**src/rtl/note_register_bank.sv**
```systemverilog
// Byte-addressed register bank holding per-voice synth note parameters, written over an async strobed bus.
// Optional macro NOTE_REG_ATOMIC_EN: 24-bit fields commit atomically when their top byte is written.
module note_register_bank #(
    parameter int          NUM_VOICES   = 4,
    parameter logic [15:0] BASE_ADDR    = 16'h0010,
    parameter logic [15:0] VOICE_STRIDE = 16'h0020
) (
    input  logic                    Clock,
    input  logic                    Reset,
    input  logic [15:0]             BusAddress,
    input  logic [7:0]              BusDataIn,
    output logic [7:0]              BusDataOut,
    output logic                    BusDataOE,
    input  logic                    BusReadWrite,
    input  logic                    BusClock,
    output logic [NUM_VOICES-1:0]   Gate,
    output logic [NUM_VOICES-1:0]   GateRise,
    output logic [NUM_VOICES-1:0]   GateFall,
    output logic [24*NUM_VOICES-1:0] Incr,
    output logic [24*NUM_VOICES-1:0] PulseWidth,
    output logic [24*NUM_VOICES-1:0] Attack,
    output logic [24*NUM_VOICES-1:0] Decay,
    output logic [24*NUM_VOICES-1:0] Sustain,
    output logic [24*NUM_VOICES-1:0] Release,
    output logic [2*NUM_VOICES-1:0] WaveType,
    output logic [NUM_VOICES-1:0]   Linear
);
    localparam int          SHIFT  = $clog2(VOICE_STRIDE);
    localparam int          NF     = 6;
    localparam logic [23:0] PW_RST = 24'h7FFFFF;
    // first byte offset of Incr, PulseWidth, Attack, Decay, Sustain, Release
    localparam logic [4:0]  FBASE [NF] = '{5'h01, 5'h05, 5'h08, 5'h0B, 5'h0E, 5'h11};

    logic       s1_q, s2_q, s3_q;
    logic [1:0] settle_q, settle_d;
    logic       armed_q, armed_d;
    logic [NUM_VOICES-1:0] gate_q, gate_d, rise_q, rise_d, fall_q, fall_d, lin_q, lin_d;
    logic [NUM_VOICES-1:0][1:0] wave_q, wave_d;
    logic [NUM_VOICES-1:0][NF-1:0][23:0] fld_q, fld_d;
`ifdef NOTE_REG_ATOMIC_EN
    logic [NUM_VOICES-1:0][NF-1:0][15:0] sh_q, sh_d;
`endif
    logic [7:0] dout_q, dout_d;
    logic       oe_q, oe_d;

    logic [15:0] off_full, voice_full, offset;
    logic [4:0]  off5;
    logic        hit, is_gate, is_wave, is_lin, is_fld;
    logic [2:0]  fsel;
    logic [1:0]  bsel;
    logic [7:0]  rd_byte;
    logic        bus_rise, bus_fall;

    always_comb begin
        off_full   = BusAddress - BASE_ADDR;
        voice_full = off_full >> SHIFT;
        offset     = off_full & (VOICE_STRIDE - 16'd1);
        off5       = offset[4:0];
        hit        = (BusAddress >= BASE_ADDR) && (voice_full < 16'(NUM_VOICES))
                     && (offset <= 16'h0014);
        is_gate = (off5 == 5'h00);
        is_wave = (off5 == 5'h04);
        is_lin  = (off5 == 5'h14);
        is_fld  = 1'b0;
        fsel    = 3'd0;
        bsel    = 2'd0;
        for (int i = 0; i < NF; i++) begin
            if (off5 >= FBASE[i] && off5 < FBASE[i] + 5'd3) begin
                is_fld = 1'b1;
                fsel   = 3'(i);
                bsel   = 2'(off5 - FBASE[i]);
            end
        end
        rd_byte = 8'h00;
        for (int v = 0; v < NUM_VOICES; v++) begin
            if (hit && voice_full == 16'(v)) begin
                if (is_gate) rd_byte = {7'b0, gate_q[v]};
                if (is_wave) rd_byte = {6'b0, wave_q[v]};
                if (is_lin)  rd_byte = {7'b0, lin_q[v]};
                if (is_fld)  rd_byte = fld_q[v][fsel][{bsel, 3'b000} +: 8];
            end
        end
    end

    always_comb begin
        // strobes are ignored until BusClock has been seen low after reset,
        // so an access cut by reset cannot replay when reset releases
        settle_d = (settle_q != 2'd0) ? settle_q - 2'd1 : 2'd0;
        armed_d  = armed_q | ((settle_q == 2'd0) & ~s2_q);
        bus_rise = armed_q & s2_q & ~s3_q;
        bus_fall = ~s2_q & s3_q;
        gate_d = gate_q;
        wave_d = wave_q;
        lin_d  = lin_q;
        fld_d  = fld_q;
`ifdef NOTE_REG_ATOMIC_EN
        sh_d   = sh_q;
`endif
        dout_d = dout_q;
        oe_d   = bus_fall ? 1'b0 : oe_q;
        if (bus_rise) begin
            if (BusReadWrite) begin
                oe_d = 1'b0;
                for (int v = 0; v < NUM_VOICES; v++) begin
                    if (hit && voice_full == 16'(v)) begin
                        if (is_gate) gate_d[v] = BusDataIn[0];
                        if (is_wave) wave_d[v] = BusDataIn[1:0];
                        if (is_lin)  lin_d[v]  = BusDataIn[0];
                        if (is_fld) begin
`ifdef NOTE_REG_ATOMIC_EN
                            if (bsel == 2'd2)
                                fld_d[v][fsel] = {BusDataIn, sh_q[v][fsel]};
                            else
                                sh_d[v][fsel][{bsel[0], 3'b000} +: 8] = BusDataIn;
`else
                            fld_d[v][fsel][{bsel, 3'b000} +: 8] = BusDataIn;
`endif
                        end
                    end
                end
            end else begin
                dout_d = rd_byte;
                oe_d   = 1'b1;
            end
        end
        rise_d = gate_d & ~gate_q;
        fall_d = ~gate_d & gate_q;
    end

    always_ff @(posedge Clock or posedge Reset) begin
        if (Reset) begin
            s1_q     <= 1'b0;
            s2_q     <= 1'b0;
            s3_q     <= 1'b0;
            settle_q <= 2'd2;
            armed_q  <= 1'b0;
            gate_q   <= '0;
            rise_q   <= '0;
            fall_q   <= '0;
            wave_q   <= '0;
            lin_q    <= '0;
            fld_q    <= '0;
            for (int v = 0; v < NUM_VOICES; v++) fld_q[v][1] <= PW_RST;
`ifdef NOTE_REG_ATOMIC_EN
            sh_q     <= '0;
`endif
            dout_q   <= 8'h00;
            oe_q     <= 1'b0;
        end else begin
            s1_q     <= BusClock;
            s2_q     <= s1_q;
            s3_q     <= s2_q;
            settle_q <= settle_d;
            armed_q  <= armed_d;
            gate_q   <= gate_d;
            rise_q   <= rise_d;
            fall_q   <= fall_d;
            wave_q   <= wave_d;
            lin_q    <= lin_d;
            fld_q    <= fld_d;
`ifdef NOTE_REG_ATOMIC_EN
            sh_q     <= sh_d;
`endif
            dout_q   <= dout_d;
            oe_q     <= oe_d;
        end
    end

    assign Gate       = gate_q;
    assign GateRise   = rise_q;
    assign GateFall   = fall_q;
    assign Linear     = lin_q;
    assign BusDataOut = dout_q;
    assign BusDataOE  = oe_q;

    for (genvar gv = 0; gv < NUM_VOICES; gv++) begin : g_out
        assign Incr[24*gv +: 24]       = fld_q[gv][0];
        assign PulseWidth[24*gv +: 24] = fld_q[gv][1];
        assign Attack[24*gv +: 24]     = fld_q[gv][2];
        assign Decay[24*gv +: 24]      = fld_q[gv][3];
        assign Sustain[24*gv +: 24]    = fld_q[gv][4];
        assign Release[24*gv +: 24]    = fld_q[gv][5];
        assign WaveType[2*gv +: 2]     = wave_q[gv];
    end
endmodule

```
**config.mk**
```make
export PLATFORM = sky130hd
export DESIGN_NAME = note_register_bank
export DESIGN_NICKNAME = d
export VERILOG_FILES = /design/src/rtl/note_register_bank.sv
export SDC_FILE = /design/constraint.sdc
export NUM_CORES = 2
export LEC_CHECK = 0
export BUFFER_PORTS_ARGS = -buffer_cell sky130_fd_sc_hd__buf_4
export CORE_AREA = 3 3 308 189
export CTS_BUF_LIST = sky130_fd_sc_hd__clkbuf_2
export DETAILED_ROUTE_END_ITERATION = 8
export DIE_AREA = 0 0 311 192
export GPL_ROUTABILITY_DRIVEN = 0
export PLACE_DENSITY = 0.72
export SLEW_MARGIN = 20
export SYNTH_ARGS = -nofsm -noshare
export SYNTH_HDL_FRONTEND = slang
export SYNTH_SLANG_ARGS = --single-unit
```
**constraint.sdc**
```tcl
create_clock -name Clock -period 26.7 [get_ports Clock]
set_input_delay 1.335 -clock Clock [delete_from_list [all_inputs] [get_ports Clock]]
set_output_delay 1.335 -clock Clock [all_outputs]
set_load 0.03 [all_outputs]
```
Word level (Yosys, flattened, before mapping):

Cells that the tools add are included.

* word-level logic and storage cells: 187
* bits in latches: 0
* memory bits (writable): 0
* memories: 0
* bits in read-only memories: 0
* register bits: 615
* output and inout bits: 609
* bits of input ports: 28

* shift operators: 6
* reductions and logical operators: 31
* magnitude comparators: 17
* bitwise operators: 12
* multipliers: 0
* add/sub/neg operators: 9
* muxes and demuxes: 65
* div/mod/pow operators: 0
* eq/ne operators: 5

Operator list (count)
* $bwmux 144: 4
* $bmux 24 s3: 4
* $mux 8: 19
* $mux 24: 5
* $shiftx 24x6->8: 4
* $demux 24 s3: 1
* $reduce_and 4->1: 12
* $shift 8x7->24 const A: 1
* $shiftx 8x7->24: 1
* $eq 11x2->1 const B: 2
* $mux 1: 19
* $ge 16x5->1 const B: 1
* $logic_not 16->1: 1
* $sub 16x5->16 const B: 1
* $ge 5x4->1 const B: 3
* $lt 5x4->1 const B: 3
* $mux 2: 7
* $logic_and 1x1->1: 13
* $mux 3: 4
* $eq 11x1->1 const B: 1
* $lt 11x3->1 const B: 1
* $lt 5x5->1 const B: 2
* $sub 2x1->2 const B: 5
* $and 4x4->4: 2
* 20 further kinds: 29

Depth between registers and ports, before layout:

* depth after elaboration: 28
* gate-level depth with buffers: 17
* depth with buffers taken out: 11

Least setup slack after synthesis:

OpenSTA, ideal clock, no wires.

* path kind: in2reg
* from: in BusAddress[1]
* to: reg fld_q (netlist bit Incr[48])
* setup slack: 21.971 ns
* buffers on the path: 4
* setup time: 0.125 ns
* arrival time: 4.604 ns
* required time: 26.575 ns
* stages on the path: 15
* cells stage by stage: buf_2 -> inv_1 -> ha_1 -> nor3_2 -> o32ai_2 -> or3_1 -> buf_4 -> and2_0 -> inv_2 -> buf_2 -> ha_1 -> clkbuf_1 -> nand2_1 -> nor2_2 -> mux2_2

* longest elaborated chain between the ends: 14
* elaborated cells on any way between the ends: 59
* those cells by class: add/sub: 8; order compare: 17; eq/ne: 1; shift: 2; mux: 20; reduce/logical: 11

RTL lines
* from (decl): RTL line 10 `input logic [15:0] BusAddress,`
* $sub 16x5->16: RTL line 55 `off_full = BusAddress - BASE_ADDR;`
* $ge 5x1->1 / $lt 5x3->1 (equally long branches): RTL line 68 `if (off5 >= FBASE[i] && off5 < FBASE[i] + 5'd3) begin`
* $logic_and 1x1->1: RTL line 68
* $mux 2 (6 in series): RTL line 68
* $neg 5->7: RTL line 116 `fld_d[v][fsel][{bsel, 3'b000} +: 8] = BusDataIn;`
* $shift 8x7->24: RTL line 116
* $mux 24 (implied by the code): RTL line 116
* $demux 24 s3: RTL line 116
* $bwmux 144: RTL line 116
* to (signal assigned): RTL line 160 `fld_q <= fld_d;`
* to (decl): RTL line 39 `logic [NUM_VOICES-1:0][NF-1:0][23:0] fld_q, fld_d;`

Parallel ways exist; a longest one is shown, timed or not.
A chain may end at the register's enable or synchronous reset.

Worst setup path after layout:

* from: in BusAddress[1]
* to: reg fld_q (netlist bit Decay[84])

Same word-level chain as after synthesis.

==> metrics.md <==
| Metric | Value |
|---|---|
| Cts hold-fix bufs | 0 |
| Ports | 637 |
| Cell chain of the critical path | buf_4 -> inv_1 -> ha_1 -> nor3_2 -> o32ai_2 -> or3_1 -> and2_0 -> inv_2 -> ha_1 -> nand4_1 -> o21ai_0 |
| DPL Wire Length | 90,500 um |
| Storage cell area | 0.0155 mm2 |
| PortBufs | 636 |
| Final worst slack | 20.74 ns |
| Die X | 311 um |
| CP max stage cell | nand4_1 |
| CTS tree | built |
| Max Clk Rate | 168 MHz |
| Clock share of power | 37.4% |
| Total CTS buffers | 149 |
| Syn_nets | 2,843 |
| Total GRT Usage | 41.6% |
| Vias in the first global route | 26,100 |
| Final wirelength | 127,000 um |
| Worst-case clock buffer depth | 3 |
| Sw Share | 31.4% |
| Register area share after synthesis | 54.9% |
| #FFs+latches synth | 615 |
| Worst Path Buf+Inv | 3 |
| Final setup viols | 0 |
| Cell family with most CP delay | simple AND/OR/NAND/NOR gates |
| Slew HR | 21.9% |
| Required @ worst endpoint | 27.80 ns |
| Max incr delay on CP | 1.12 ns |
| Post-synth top flop | dfrtp_1 |
| Pin count of the biggest net entering global routing | 188 |
| Max Cap Viol | 0 |
| Reg clk slew, reported paths | 0.11 ns |
| Final slew viol count | 0 |
| Most frequent cells in the layout | buf_4, nand2_1, dfrtp_1, o21ai_0, clkbuf_2 |
| Die Y | 192 um |
| TritonRoute pass-1 iters | 7 |
| ANT nets after route | 0 |
| Post-synthesis instance total | 2,807 |
| Post-synth ARST share | 100% |
| CTS HTree Levels | 4 |
| Critical path class | in2reg |
| Crit-path most repeated cell | ha_1 |
| Clk sinks | 615 |
| Vias per cell | 6.37 |
| Flop pwr share | 52.3% |
| Pre-CTS WS | 19.78 ns |
| RR Endpoint | Incr[69] |
| Status | finished clean |
| Setup crit start kind | input pin |
| Skew final | 0.112 ns |
| Yosys cell types | 82 |
| Avg WL per Cell | 29.4 um |
| Synth Cell Area | 0.0282 mm2 |
| Critical-path maximum fanout | 24 |
| Syn-to-layout area delta | 23.8% |
| Area of the multi-input gates | 0.0119 mm2 |
| Sw Pwr | 561 uW |
| DRC | 0 |
| Worst setup EP type | flop |
| Min-delay worst type | in2async |
| Grt ovf | 0 |
| Worst-Margin Slew | 1.17 ns |
| P per Cell Area | 51.0 mW/mm2 |
| Drt initial violations | 4,170 |
| Clock Latency Late Sink | 1.25 ns |
| Tcrit/Tclk final | 22.3% |
| Ys Warns | 0 |
| Worst Path Arrival | 7.06 ns |
| Post-CTS Setup Bufs | 0 |
| Die area | 0.0597 mm2 |
| RSZ-0062 raised after global routing | false |
| Clock Tree Root | clkbuf_2 |
| Cell Rows | 67 |
| Lkg Pwr | 0.0168 uW |
| Syn Area/Cell | 10.1 um2 |
| R2r setup slk | 22.97 ns |
| Most common cell after layout, fill and taps aside | buf_4 |
| Launch point of the worst reg-to-reg path | armed_q |
| Fill cells | 4,709 |
| Setup TNS | 0 ns |
| EDFF count, synth | 0 |
| P_int | 1220 uW |
| Vias after detailed routing | 27,500 |
| Combinational Power Share | 10.3% |
| First-pass GRT wire length | 182,000 um |
| Core ar. | 0.0555 mm2 |
| Fin nets | 3,468 |
| Final hold vios | 0 |
| IR drop worst, VDD | 0.0341 mV |
| Initial antenna violation count | 5 |
| Post_cts resized | 0 |
| Initial core utilization | 50.9% |
| Share of layout cells above drive strength 1 | 35.0% |
| WP depth | 11 |
| Crit path time final | 5.96 ns |
| Reg2Reg Depth | 6 |
==> layer usage <==
metal / share of wire, % / up-vias / GRT usage (%) / wire [um]
met5: 0.0071 / - / 0 / 9
met4: 5.3 / 2 / 19.8 / 6790
met3: 15 / 417 / 16.9 / 19100
met2: 42 / 2246 / 58.8 / 53000
met1: 38 / 13400 / 55.6 / 48300
li1: - / 11500 / - / -
==> cell families (layout without fill, tap and decap cells) <==
logic type | Yosys count | count (layout) | share of synthesized area [%]
AO/OA/AOI/OAI | 767 | 767 | 16.9
multiplexers | 208 | 208 | 8.11
flip-flops | 615 | 615 | 54.9
other | 0 | 6 | 0
adder cells (fa/ha/maj) | 8 | 8 | 0.354
buffers and inverters | 216 | 965 | 3.22
XOR/XNOR | 3 | 3 | 0.0930
AND/OR/NAND/NOR | 990 | 990 | 16.5
==> worst max-delay path by stage <==
stage                   from  slack, ns        end
4_1_cts        BusAddress[1]      21.17  Decay[84]
3_5_place_dp   BusAddress[1]      19.78  Decay[84]
2_1_floorplan          Reset       8.30  Attack[0]
3_3_place_gp   BusAddress[1]      20.07  Decay[85]
5_1_grt        BusAddress[1]      20.59  Decay[84]
6_report       BusAddress[1]      20.74  Decay[84]
==> synth_stat cells, types with 8 or more instances <==
library cell    n  area (um2)
nand3_1        47         235
nor2_2         10        62.6
a31oi_1        24         150
and2_1         31         194
dfrtp_1       522       13100
inv_1          13        48.8
nand4_1        55         344
nand2_1       627        2350
a222oi_1       41         410
nand3_2        10         100
mux2_2        157        1770
or3_1          10        62.6
mux2_1          9         101
dfstp_2        93        2440
a22o_1         11        96.3
and3_1         31         194
buf_2          47         235
nor3_1         36         180
o22ai_1        27         169
o21ai_0       475        2380
a21oi_1        16        80.1
o221ai_1       24         210
nor2_8         10         200
clkbuf_1      130         488
o22a_1         19         166
buf_1          16        60.1
o2111ai_1       9        78.8
mux2i_1        42         420
nor4_1          9        56.3
a2111oi_0      10        87.6
nor2_1         74         278
ha_1            8         100
o211ai_1       30         225
==> flip-flops by register name (all words and copies together) (netlist names) <==
register / flops
s2_q: 1
WaveType: 8
GateFall: 4
s3_q: 1
Linear: 4
settle_q: 2
Attack: 96
Sustain: 96
Incr: 96
BusDataOE: 1
Release: 96
armed_q: 1
BusDataOut: 8
s1_q: 1
GateRise: 4
Decay: 96
Gate: 4
PulseWidth: 96
==> through the flow <==
stage | cells | hold WS (ns) | total power (uW) | utilization, % | instance area (um2)
finish | 4321 | 0.268 | 1780 | 63.0 | 35000
global route | 4316 | 0.189 | 1840 | 63.0 | 35000
CTS | 4314 | 0.190 | 1770 | 62.9 | 34900
detailed placement | 4039 | 0.336 | 1120 | 60.4 | 33500
global placement | 4039 | 0.341 | 1120 | 60.4 | 33500
floorplan | 2807 | 0.331 | 1050 | - | 28200
==> area by class of cell <==
| cell class | count | area share [%] |
|---|---|---|
| Clock inverter | 47 | 0.758 |
| Multi-Input combinational cell | 1976 | 34.1 |
| Antenna cell | 6 | 0.0429 |
| Clock buffer | 228 | 3.26 |
| Sequential cell | 615 | 44.3 |
| Tap cell | 759 | 2.72 |
| Timing Repair Buffer | 675 | 14.6 |
| Inverter | 15 | 0.182 |
==> power groups by stage <==
stage          registers (uW)  clock network, uW  logic [uW]
4_1_cts                   933                665         173
3_5_place_dp              951                  0         172
5_1_grt                   934                720         188
2_1_floorplan             952                  0        97.5
3_3_place_gp              951                  0         170
6_report                  934                668         183
No activity file was read; power rests on OpenSTA's default activity.
